<file path="src/rtl/riscv_pkg.sv">
// Shared RV32 definitions for the fetch stage: IsBJ classes, opcodes,
// the NOP encoding and the fetch FSM state codes.
package riscv_pkg;

  localparam int unsigned ILEN = 32;

  typedef enum logic [1:0] {
    ISB  = 2'b00,
    ISJ  = 2'b01,
    ISJR = 2'b10,
    NOBJ = 2'b11
  } is_bj_e;

  localparam logic [6:0] OP_LUI    = 7'b0110111;
  localparam logic [6:0] OP_AUIPC  = 7'b0010111;
  localparam logic [6:0] OP_JAL    = 7'b1101111;
  localparam logic [6:0] OP_JALR   = 7'b1100111;
  localparam logic [6:0] OP_BRANCH = 7'b1100011;
  localparam logic [6:0] OP_LOAD   = 7'b0000011;
  localparam logic [6:0] OP_STORE  = 7'b0100011;
  localparam logic [6:0] OP_IMM    = 7'b0010011;
  localparam logic [6:0] OP_REG    = 7'b0110011;

  localparam logic [ILEN-1:0] NOP_INST = 32'h0000_0013;

  // Fetch FSM state codes; S_TRAP only reachable with the misalign trap built in
  typedef logic [2:0] fetch_state_t;
  localparam fetch_state_t S_IDLE = 3'd0;
  localparam fetch_state_t S_REQ  = 3'd1;
  localparam fetch_state_t S_WAIT = 3'd2;
  localparam fetch_state_t S_HOLD = 3'd3;
  localparam fetch_state_t S_TRAP = 3'd4;

endpackage

</file>
<file path="src/rtl/inst_fetch_if.sv">
// Fetch-stage bus: imem request/response plus the decode/retire side.
// FETCH_MISALIGN_TRAP_EN adds the fetch_misalign flag.
interface inst_fetch_if #(
  parameter int unsigned XLEN = 32
) ();

  logic            imem_req_valid;
  logic            imem_req_ready;
  logic [XLEN-1:0] imem_addr;
  logic            imem_rsp_valid;
  logic [31:0]     imem_rsp_data;
  logic            inst_valid;
  logic [31:0]     inst;
  logic [XLEN-1:0] pc_out;
  logic            inst_ready;
  logic [1:0]      is_bj;
  logic            br_taken;
  logic [XLEN-1:0] pc_imm;
  logic [XLEN-1:0] jalr_tgt;
  logic [31:0]     retire_cnt;
`ifdef FETCH_MISALIGN_TRAP_EN
  logic            fetch_misalign;
`endif

  modport master (
`ifdef FETCH_MISALIGN_TRAP_EN
    output fetch_misalign,
`endif
    output imem_req_valid, imem_addr, inst_valid, inst, pc_out, retire_cnt,
    input  imem_req_ready, imem_rsp_valid, imem_rsp_data, inst_ready,
    input  is_bj, br_taken, pc_imm, jalr_tgt
  );

  modport slave (
`ifdef FETCH_MISALIGN_TRAP_EN
    input  fetch_misalign,
`endif
    input  imem_req_valid, imem_addr, inst_valid, inst, pc_out, retire_cnt,
    output imem_req_ready, imem_rsp_valid, imem_rsp_data, inst_ready,
    output is_bj, br_taken, pc_imm, jalr_tgt
  );

endinterface

</file>
<file path="src/rtl/inst_fetch_next_pc_sel.sv">
// Next-PC selection at retirement. Without FETCH_MISALIGN_TRAP_EN the
// low two bits are forced to zero so fetches stay word aligned.
module next_pc_sel
  import riscv_pkg::*;
#(
  parameter int unsigned XLEN = 32
) (
  input  logic [1:0]      is_bj,
  input  logic            br_taken,
  input  logic [XLEN-1:0] pc,
  input  logic [XLEN-1:0] pc_imm,
  input  logic [XLEN-1:0] jalr_tgt,
  output logic [XLEN-1:0] next_pc_c
);

  logic [XLEN-1:0] seq_pc;
  logic [XLEN-1:0] tgt;

  assign seq_pc = pc + XLEN'(4);

  always_comb begin
    tgt = seq_pc;
    case (is_bj)
      ISB:     tgt = br_taken ? pc_imm : seq_pc;
      ISJ:     tgt = pc_imm;
      ISJR:    tgt = {jalr_tgt[XLEN-1:1], 1'b0};
      default: tgt = seq_pc;
    endcase
  end

`ifdef FETCH_MISALIGN_TRAP_EN
  assign next_pc_c = tgt;
`else
  assign next_pc_c = {tgt[XLEN-1:2], 2'b00};
`endif

endmodule

</file>
<file path="src/rtl/inst_fetch.sv">
// Instruction fetch stage: PC, imem valid/ready handshake, instruction hold
// and next-PC update on retirement. Optional: FETCH_MISALIGN_TRAP_EN.
module inst_fetch
  import riscv_pkg::*;
#(
  parameter int unsigned     XLEN     = 32,
  parameter logic [XLEN-1:0] RESET_PC = '0
) (
  input logic          clk,
  input logic          rst,
  inst_fetch_if.master bus
);

  fetch_state_t    state;
  fetch_state_t    state_nx;
  logic [XLEN-1:0] pc;
  logic [XLEN-1:0] next_pc_c;
  logic [31:0]     inst_q;
  logic [31:0]     retire_q;
  logic            req_valid_q;
  logic            inst_valid_q;
  logic            retire_c;

  next_pc_sel #(.XLEN(XLEN)) u_next_pc_sel (
    .is_bj     (bus.is_bj),
    .br_taken  (bus.br_taken),
    .pc        (pc),
    .pc_imm    (bus.pc_imm),
    .jalr_tgt  (bus.jalr_tgt),
    .next_pc_c (next_pc_c)
  );

  assign retire_c = (state == S_HOLD) && bus.inst_ready;

  always_ff @(posedge clk or posedge rst) begin
    if (rst) state <= S_IDLE;
    else     state <= state_nx;
  end

  // Next-state logic; responses and retire strobes only count in their own state
  always_comb begin
    state_nx = state;
    case (state)
      S_IDLE: state_nx = S_REQ;
      S_REQ:  if (bus.imem_req_ready) state_nx = S_WAIT;
      S_WAIT: if (bus.imem_rsp_valid) state_nx = S_HOLD;
      S_HOLD: begin
        if (bus.inst_ready) begin
`ifdef FETCH_MISALIGN_TRAP_EN
          state_nx = (next_pc_c[1:0] != 2'b00) ? S_TRAP : S_REQ;
`else
          state_nx = S_REQ;
`endif
        end
      end
`ifdef FETCH_MISALIGN_TRAP_EN
      S_TRAP: state_nx = S_TRAP;
`endif
      default: state_nx = S_IDLE;
    endcase
  end

  // Registered outputs are loaded from the next state so they align with it
  always_ff @(posedge clk or posedge rst) begin
    if (rst) begin
      pc           <= RESET_PC;
      inst_q       <= NOP_INST;
      retire_q     <= '0;
      req_valid_q  <= 1'b0;
      inst_valid_q <= 1'b0;
    end else begin
      req_valid_q  <= (state_nx == S_REQ);
      inst_valid_q <= (state_nx == S_HOLD);
      if ((state == S_WAIT) && bus.imem_rsp_valid) inst_q <= bus.imem_rsp_data;
      if (retire_c) begin
        pc       <= next_pc_c;
        retire_q <= retire_q + 32'd1;
      end
    end
  end

`ifdef FETCH_MISALIGN_TRAP_EN
  logic misalign_q;

  always_ff @(posedge clk or posedge rst) begin
    if (rst) misalign_q <= 1'b0;
    else     misalign_q <= (state_nx == S_TRAP);
  end

  assign bus.fetch_misalign = misalign_q;
`endif

  assign bus.imem_req_valid = req_valid_q;
  assign bus.imem_addr      = pc;
  assign bus.pc_out         = pc;
  assign bus.inst_valid     = inst_valid_q;
  assign bus.inst           = inst_q;
  assign bus.retire_cnt     = retire_q;

endmodule
</file>
<file path="src/flat_wrapper.sv">
// flat-port wrapper written by rule: the top's interface ports become plain ports
module inst_fetch_flat import riscv_pkg::*;
#(
  parameter int unsigned     XLEN     = 32,
  parameter logic [XLEN-1:0] RESET_PC = '0
)
  (clk, rst, bus_imem_req_valid, bus_imem_addr, bus_inst_valid, bus_inst, bus_pc_out, bus_retire_cnt, bus_imem_req_ready, bus_imem_rsp_valid, bus_imem_rsp_data, bus_inst_ready, bus_is_bj, bus_br_taken, bus_pc_imm, bus_jalr_tgt);
  inst_fetch_if #(.XLEN(XLEN)) bus_i ();
  input logic clk;
  input logic rst;
  output wire logic [$bits(bus_i.imem_req_valid)-1:0] bus_imem_req_valid;
  output wire logic [$bits(bus_i.imem_addr)-1:0] bus_imem_addr;
  output wire logic [$bits(bus_i.inst_valid)-1:0] bus_inst_valid;
  output wire logic [$bits(bus_i.inst)-1:0] bus_inst;
  output wire logic [$bits(bus_i.pc_out)-1:0] bus_pc_out;
  output wire logic [$bits(bus_i.retire_cnt)-1:0] bus_retire_cnt;
  input wire logic [$bits(bus_i.imem_req_ready)-1:0] bus_imem_req_ready;
  input wire logic [$bits(bus_i.imem_rsp_valid)-1:0] bus_imem_rsp_valid;
  input wire logic [$bits(bus_i.imem_rsp_data)-1:0] bus_imem_rsp_data;
  input wire logic [$bits(bus_i.inst_ready)-1:0] bus_inst_ready;
  input wire logic [$bits(bus_i.is_bj)-1:0] bus_is_bj;
  input wire logic [$bits(bus_i.br_taken)-1:0] bus_br_taken;
  input wire logic [$bits(bus_i.pc_imm)-1:0] bus_pc_imm;
  input wire logic [$bits(bus_i.jalr_tgt)-1:0] bus_jalr_tgt;
  assign bus_imem_req_valid = bus_i.imem_req_valid;
  assign bus_imem_addr = bus_i.imem_addr;
  assign bus_inst_valid = bus_i.inst_valid;
  assign bus_inst = bus_i.inst;
  assign bus_pc_out = bus_i.pc_out;
  assign bus_retire_cnt = bus_i.retire_cnt;
  assign bus_i.imem_req_ready = bus_imem_req_ready;
  assign bus_i.imem_rsp_valid = bus_imem_rsp_valid;
  assign bus_i.imem_rsp_data = bus_imem_rsp_data;
  assign bus_i.inst_ready = bus_inst_ready;
  assign bus_i.is_bj = bus_is_bj;
  assign bus_i.br_taken = bus_br_taken;
  assign bus_i.pc_imm = bus_pc_imm;
  assign bus_i.jalr_tgt = bus_jalr_tgt;
  inst_fetch #(.XLEN(XLEN), .RESET_PC(RESET_PC)) u_core (.clk(clk), .rst(rst), .bus(bus_i));
endmodule
</file>
<file path="config.mk">
export PLATFORM = sky130hd
export DESIGN_NAME = inst_fetch_flat
export DESIGN_NICKNAME = d
export VERILOG_FILES = /design/src/rtl/riscv_pkg.sv /design/src/rtl/inst_fetch_if.sv /design/src/rtl/inst_fetch_next_pc_sel.sv /design/src/rtl/inst_fetch.sv /design/src/flat_wrapper.sv
export SDC_FILE = /design/constraint.sdc
export NUM_CORES = 1
export LEC_CHECK = 0
export ABC_AREA = 1
export CELL_PAD_IN_SITES_DETAIL_PLACEMENT = 0
export CELL_PAD_IN_SITES_GLOBAL_PLACEMENT = 1
export CORE_AREA = 4 4 170 131
export DETAILED_ROUTE_END_ITERATION = 7
export DIE_AREA = 0 0 174 135
export PLACE_DENSITY = 0.88
export SLEW_MARGIN = 20
export SYNTH_ARGS = -nofsm -noshare
export SYNTH_HDL_FRONTEND = slang
export SYNTH_HIERARCHICAL = 1
export SYNTH_SLANG_ARGS = --single-unit
export TNS_END_PERCENT = 1
</file>
<file path="constraint.sdc">
create_clock -name clk -period 3.9 [get_ports clk]
set_clock_uncertainty 0.05 [all_clocks]
set_input_delay 0.78 -clock clk [delete_from_list [all_inputs] [get_ports clk]]
set_output_delay 0.78 -clock clk [all_outputs]
set_load 0.02 [all_outputs]
</file>
Word-level counts from Yosys, hierarchy flattened
Cells that the tools add are included.
- register bits: 99
- input port bits: 104
- output and inout bits: 130
- word-level logic and storage cells: 25
- $add $sub $neg: 2
- equality and inequality tests: 7
- muxes and demuxes: 6
- reduce and logical (&&, ||, !) cells: 4
- operators with widths (operator ; number):
    $pmux W32 S3 ; 1
    $add A32 B1 Y32 const B ; 1
    $add A32 B3 Y32 const B ; 1
    $mux W32 ; 1
    $pmux W3 S4 ; 1
    $eq A3 B2 Y1 const B ; 3
    $mux W3 ; 3
    $eq A3 B1 Y1 const B ; 2
    $logic_not A3 Y1 ; 1
    $eq A2 B1 Y1 const B ; 1
    $eq A2 B2 Y1 const B ; 1
    $logic_and A1 B1 Y1 ; 2
    $logic_not A2 Y1 ; 1

Longest topological paths before layout
Gate-level depths: netlist of run 1.
- word-level depth: 3
- gate-level depth with buffers: 12
- gate-level depth less buffers: 11

Hierarchy
The synthesis of run 1 kept the hierarchy.
- by module, submodules not included (module ; times used ; cells an instance ; area each (um^2) ; seq. area each (um^2)):
    inst_fetch ; 1 ; 572 ; 4719.5 ; 2531.2
    next_pc_sel ; 1 ; 301 ; 1545.2 ; 0.0

Worst setup path before layout of run 1
Ideal clock, no wire load.
- kind: input to register
- from: in bus_is_bj[1]
- to: reg u_core.pc[28] (netlist: u_core/bus.imem_addr[28])
- setup time: 0.065 ns
- arrival time: 1.748 ns
- setup slack: 2.037 ns
- stages on the path: 11
- cell sequence: clkbuf_2 > or2_1 > nor2_2 > inv_2 > nand2_4 > buf_8 > buf_12 > nand3_1 > nand2_1 > nand2_1 > nand2_1
- longest elaborated chain between the ends: 2
- elaborated cells between the ends (all ways): 4
- those cells by class: 2 x eq/ne; 1 x mux; 1 x reduce/logical
- ends and longest elaborated chain (what ; line ; RTL):
    from (decl) ; flat_wrapper.sv:21 ; input wire logic [$bits(bus_i.is_bj)-1:0] bus_is_bj;
    $eq A2 B2 Y1 (tied with other cells) ; inst_fetch_next_pc_sel.sv:23 ; case (is_bj)
    $pmux W32 S3 (*) ; inst_fetch_next_pc_sel.sv:23 ;
    named net u_core.next_pc_c[28] ; inst_fetch.sv:17 ; logic [XLEN-1:0] next_pc_c;
    to (signal assigned) ; inst_fetch.sv:76 ; pc <= next_pc_c;
    to (decl) ; inst_fetch.sv:16 ; logic [XLEN-1:0] pc;
The timed path passes the listed nets; every way through them passes the cells marked *.
A chain may end at the register's enable or synchronous reset.

Worst setup path in the final report of run 1
- from: in bus_is_bj[1]
- to: reg u_core.pc[29] (netlist: u_core/bus.imem_addr[29])
The elaborated chain is that of the path after synthesis.

==> metrics.txt, run 1 <==
status=finished, final reports clean; RR Endpoint=u_core/bus.retire_cnt[31]; largest net degree at the start of global routing=62; Tcrit/Tclk final=between 70% and 80%; Worst-path clk slew=roughly 70 ps; critical path arrival=3010 ps; worst-margin pin slew=roughly 1000 ps; Hold Path Origin=u_core/bus.inst[0]; cell repeated most along the worst path=nand2_1; Pleak=4.04 nW; drt drc=0; Die W=174 um; Pre-antenna DRT Iters=5; Skew-Pair Late Insertion Delay=350 ps; first-pass GRT wire length=31.4 mm; IO Pins=234; CP Launch Type=input port; vias in the first global route=5,787; postcts setup bufs=0; register area share after synthesis=40.4%; DRT iter0 DRCs=367; Die Height=about 140 um; post-cts hold buffer count=0; Final nets=between 1,000 and 1,500; Final setup viols=0; RSZ-0062 raised after global routing=no; Peak Freq=361 MHz; Max VDD drop=roughly 200 uV; dpl cell area=8530 um^2; Detail Route Antenna Nets=0; H-Tree Depth=3; IO buf count=229; DR WL/cell=roughly 15 um; Finished Cell Area=8810 um^2; clock root buffer=clkbuf_16; pwr dens=409 nW/um^2; Core ar.=20,700 um^2; Syn Area/Cell=7.18 um^2; final worst slack=between 1000 and 1500 ps; Initial Util=30.2%; CTS resizes=0; Slew Viols, Final=0; slowest cell on the critical path=inv_1; die area=23,500 um^2; total grt overflow=0; worst hold path stage count=2; layout cells sized above 1=5.92%; pre-CTS setup slack=747 ps; CP cell instances=clkdlybuf4s50_1 > inv_1 > o21ai_0 > inv_1 > a22o_1 > nand2_1 > nand2_1 > nand2_1 > nand2_1; clock buffer depth=2; R2R Setup Slk=1780 ps; Finished Core Util=a little over two fifths; Via density=roughly 4.6; placement row count=46; final total power=3.60 mW; gr usage total=16.5%; Relative slew margins=30.4%; P&R area growth vs syn=40.6%; final std cells w/o fill=1,328; worst r2r src=u_core/state[1]; initial antenna violation count=0; FF-to-FF path depth=5; final wirelength=19.9 mm; worst hold margin=around 420 ps; n_diodes=0; via count=6,097; Worst path max stage delay=760 ps; dpl cells=roughly 1,300; Crit Path Max Fanout=30; Final Critical Period=around 2800 ps; Worst Hold Class=reg -> reg; critical setup path kind=in -> reg; YS warnings=6; setup tns final=0 ps; Num CTS Buffers=9; Worst setup EP type=flip-flop; RD Place Congestion=0.827; TritonCTS clock tree=built; mapped cell area=6260 um^2; post-synth cell types=36; Required @ worst endpoint=4140 ps; Hold Fails Final Rpt=0; synthesized instance count=around 870; Hold EP=u_core/bus.inst[0]; # clock sinks=slightly above 100; #FFs+latches synth=101; max-cap violation count=0; detailed placement HPWL=~15 mm
## worst max-delay path, delay by kind of cell
kind | cells | cell delay (ps)
buffers and inverters | 3 | 1550
AND/OR/NAND/NOR | 4 | 270
AO/OA/AOI/OAI | 2 | 400
## kinds of logic (layout without fill, tap and decap cells)
family / after synthesis / after routing / synth area share, %
flops: 101 / 101 / 40.4
simple gates: 561 / 561 / 38.7
buf+inv: 127 / 317 / 10.8
fa+ha+maj: 2 / 2 / 0.399
compound gates: 56 / 56 / 6.25
xor+xnor: 24 / 24 / 3.36
other cells: 2 / 3 / 0.120
## registers in the layout, indices dropped and copies added, names as in the netlist
name,count
u_core/bus.imem_addr,32
u_core/bus.retire_cnt,32
u_core/bus.inst,32
u_core/state,3
u_core/bus.inst_valid,1
u_core/bus.imem_req_valid,1
## placed cells by master (no fill, tap or decap), types with 2 or more instances in the layout
master           count
ha_1                 2
clkinv_2             2
dfstp_2              3
xnor2_1             12
nand3b_1            11
xor2_1              12
inv_8                2
o21ai_0             16
nand3_2              6
nor2_2               6
nand2_1            398
conb_1               3
clkbuf_16            9
nand3_1             33
a22o_1              29
nand4_1             17
buf_4                6
nand2_2              5
dfrtp_1             98
a21oi_1              3
clkinv_4             3
clkdlybuf4s50_1    229
nor2_1              66
inv_2                4
o21ai_1              7
nor3_1               2
inv_1               60
nor2_4              12
## layout make-up
| type | instances | area [um^2] |
|---|---|---|
| clock buffer | 9 | 225 |
| tap | 264 | 330 |
| timing repair buffer | 236 | 2360 |
| sequential | 101 | 2530 |
| fill | 2158 | 11900 |
| inverter | 65 | 246 |
| clock inverter | 7 | 58.8 |
| multi-input combinational | 646 | 3060 |
## cells in the mapped netlist
library cell,number,area share [%]
nand2_1,398,24
dfrtp_1,98,39
nor2_1,66,4.0
inv_1,61,3.7
buf_4,40,4.8
nand3_1,33,2.6
a22o_1,29,4.1
nand4_1,17,1.7
o21ai_0,16,1.3
nor2_4,12,2.2
xnor2_1,12,1.7
xor2_1,12,1.7
nand3b_1,11,1.3
buf_2,10,0.80
o21ai_1,7,0.56
nand3_2,6,0.96
nor2_2,6,0.60
clkbuf_1,5,0.30
nand2_2,5,0.50
inv_2,4,0.24
a21oi_1,3,0.24
buf_1,3,0.18
dfstp_2,3,1.3
conb_1,2,0.12
ha_1,2,0.40
nor3_1,2,0.16
and2_1,1,0.10
buf_12,1,0.32
buf_6,1,0.18
buf_8,1,0.24
clkbuf_2,1,0.080
nand2_4,1,0.18
nand3_4,1,0.28
nand4_2,1,0.20
o21bai_1,1,0.12
or2_1,1,0.10
## per-layer routing
layer  up-vias  wire, um  part of all wire [%]  global-route usage [%]
met1      2859      9700                    49                    23.6
met4         0       129                  0.65                    2.68
li1       3066         -                     -                       -
met5         -         0                     0                       0
met3        11      1070                   5.4                    3.81
met2       161      8980                    45                    26.1
## worst max-delay path by stage
stage                       startpoint  slack, ps                       end
after CTS                 bus_is_bj[1]       1130  u_core/bus.imem_addr[29]
after global placement    bus_is_bj[1]        770  u_core/bus.imem_addr[29]
after detailed placement  bus_is_bj[1]        750  u_core/bus.imem_addr[29]
after floorplan                    rst        430   u_core/bus.imem_addr[0]
after global routing      bus_is_bj[1]        990  u_core/bus.imem_addr[30]
final                     bus_is_bj[1]       1130  u_core/bus.imem_addr[29]
## report_power, final
group / internal, mW / total [mW] / switching, mW
clock: 0.444 / 0.891 / 0.447
sequential: 1.22 / 1.42 / 0.203
combinational: 0.635 / 1.29 / 0.654
total: 2.30 / 3.60 / 1.30
No activity file was read; power rests on OpenSTA's default activity.
==> run 2, diff against run 1 <==
Clock period 3.9 ns to 2.8 ns, I/O delays scaled along.
==> run 2 against run 1 <==
Against the previous run:
- clock power increased by 41%
- sequential share of layout area decreased by 0.11 points
- setup slack got worse by 500 ps
- core utilization increased by 0.17 points
- worst hold slack got worse by 4.8 ps
- die area unchanged
- via count decreased by 1.1%
- routed wire length decreased by 1.8%
- global-route usage increased by 0.13 points
- non-clock buffer count increased by 3
- critical path depth decreased by 8
- combinational power increased by 39%
- critical path type is now reg -> out
- critical endpoint is now bus_pc_out[26]
- highest routed layer is now met5
==> metrics.txt, run 2 (synthesis results as in run 1) <==
total grt overflow=0; Hold Fails Final Rpt=0; vias in the first global route=5,918; Worst-path clk slew=80 ps; CP Launch Type=flip-flop; Peak Freq=462 MHz; critical setup path kind=reg -> out; Final Critical Period=between 2000 and 2500 ps; worst hold margin=418 ps; fillers=~2,100; Hold EP=u_core/bus.inst[1]; Hold Path Origin=u_core/bus.inst[1]; R2R Setup Slk=790 ps; initial antenna violation count=1; most frequent cells in the layout=398 x nand2_1, 229 x clkdlybuf4s50_1, 98 x dfrtp_1; Relative slew margins=62.2%; Final nets=1,168; clock buffer depth=2; CP cell instances=clkdlybuf4s50_1; dpl cell area=8550 um^2; slowest cell on the critical path=clkdlybuf4s50_1; first-pass GRT wire length=31.9 mm; gr usage total=16.6%; IO buf count=roughly 230; delay-heaviest family, CP=buffers and inverters; post-cts hold buffer count=0; Max VDD drop=~300 uV; H-Tree Depth=3; Tcrit/Tclk final=77.3%; clock root buffer=clkbuf_16; P&R area growth vs syn=41.2%; Finished Cell Area=8850 um^2; Final setup viols=0; critical path arrival=between 1500 and 2000 ps; Finished Core Util=42.7%; Worst path max stage delay=710 ps; Die Height=135 um; Pre-antenna DRT Iters=4; Worst Hold Class=reg -> reg; n_diodes=0; Via density=between 4 and 5; Core ar.=20,700 um^2; Skew-Pair Late Insertion Delay=350 ps; Die W=174 um; largest net degree at the start of global routing=102; Num CTS Buffers=9; FF-to-FF path depth=10; CP bufs+invs=1; IO Pins=234; worst-margin pin slew=567 ps; worst r2r src=u_core/bus.imem_addr[2]; TritonCTS clock tree=built; worst setup path startpoint=u_core/bus.imem_addr[26]; Pleak=4.05 nW; layout cells sized above 1=6.19%; final wirelength=19.5 mm; Required @ worst endpoint=2190 ps; max-cap violation count=0; DR WL/cell=approximately 15 um; via count=6,028; # clock sinks=101; final total power=5.03 mW; RR Endpoint=u_core/bus.imem_addr[30]; die area=approximately 23,000 um^2; RSZ-0062 raised after global routing=no; Slew Viols, Final=0; setup tns final=0 ps; placement row count=46; most common cell after layout, fill and taps aside=nand2_1; CTS resizes=0; status=finished, final reports clean; Crit Path Max Fanout=8; pwr dens=568 nW/um^2; detailed placement HPWL=14.5 mm; postcts setup bufs=0; RD Place Congestion=0.833; Initial Util=roughly 30%; worst hold path stage count=2; Worst setup EP type=output pin; drt drc=0; Detail Route Antenna Nets=0; DRT iter0 DRCs=between 400 and 500
-- run 2: worst max path at each step --
stage	endpoint	slack [ps]	cells past startpoint
floorplan	u_core/bus.imem_addr[0]	990	1
global placement	u_core/bus.imem_addr[16]	500	11
CTS	bus_pc_out[26]	580	1
finish	bus_pc_out[26]	640	1
global route	bus_pc_out[26]	560	1
detailed placement	u_core/bus.imem_addr[16]	460	11
-- run 2: power breakdown --
group	total [mW]	internal, mW	switching [mW]
logic	1.79	0.886	0.901
registers	1.98	1.70	0.283
clock network	1.26	0.626	0.634
-- run 2: layout make-up --
class	instances	area (um^2)	share of cell area, %
Sequential cell	101	2530	28.6
Multi-Input combinational cell	646	3060	34.6
Clock buffer	9	225	2.55
Inverter	65	248	2.80
Timing Repair Buffer	239	2380	26.9
Tap cell	264	330	3.73
Clock inverter	7	70.1	0.792
-- run 2: per-stage QoR --
| stage | instances | setup slack (ps) |
|---|---|---|
| 2_1_floorplan | 874 | 989 |
| 3_5_place_dp | 1315 | 462 |
| 5_1_grt | 1331 | 564 |
| 4_1_cts | 1331 | 579 |
| 6_report | 1331 | 635 |
| 3_3_place_gp | 1315 | 503 |
-- run 2: per-layer routing --
| metal | track usage, % | vias to the layer above | part of all wire, % |
|---|---|---|---|
| met1 | 23.5 | 2781 | 50 |
| met2 | 26.2 | 157 | 44 |
| li1 | - | 3078 | - |
| met5 | 0 | - | 0.067 |
| met3 | 4.59 | 10 | 5.9 |
| met4 | 2.33 | 2 | 0.46 |
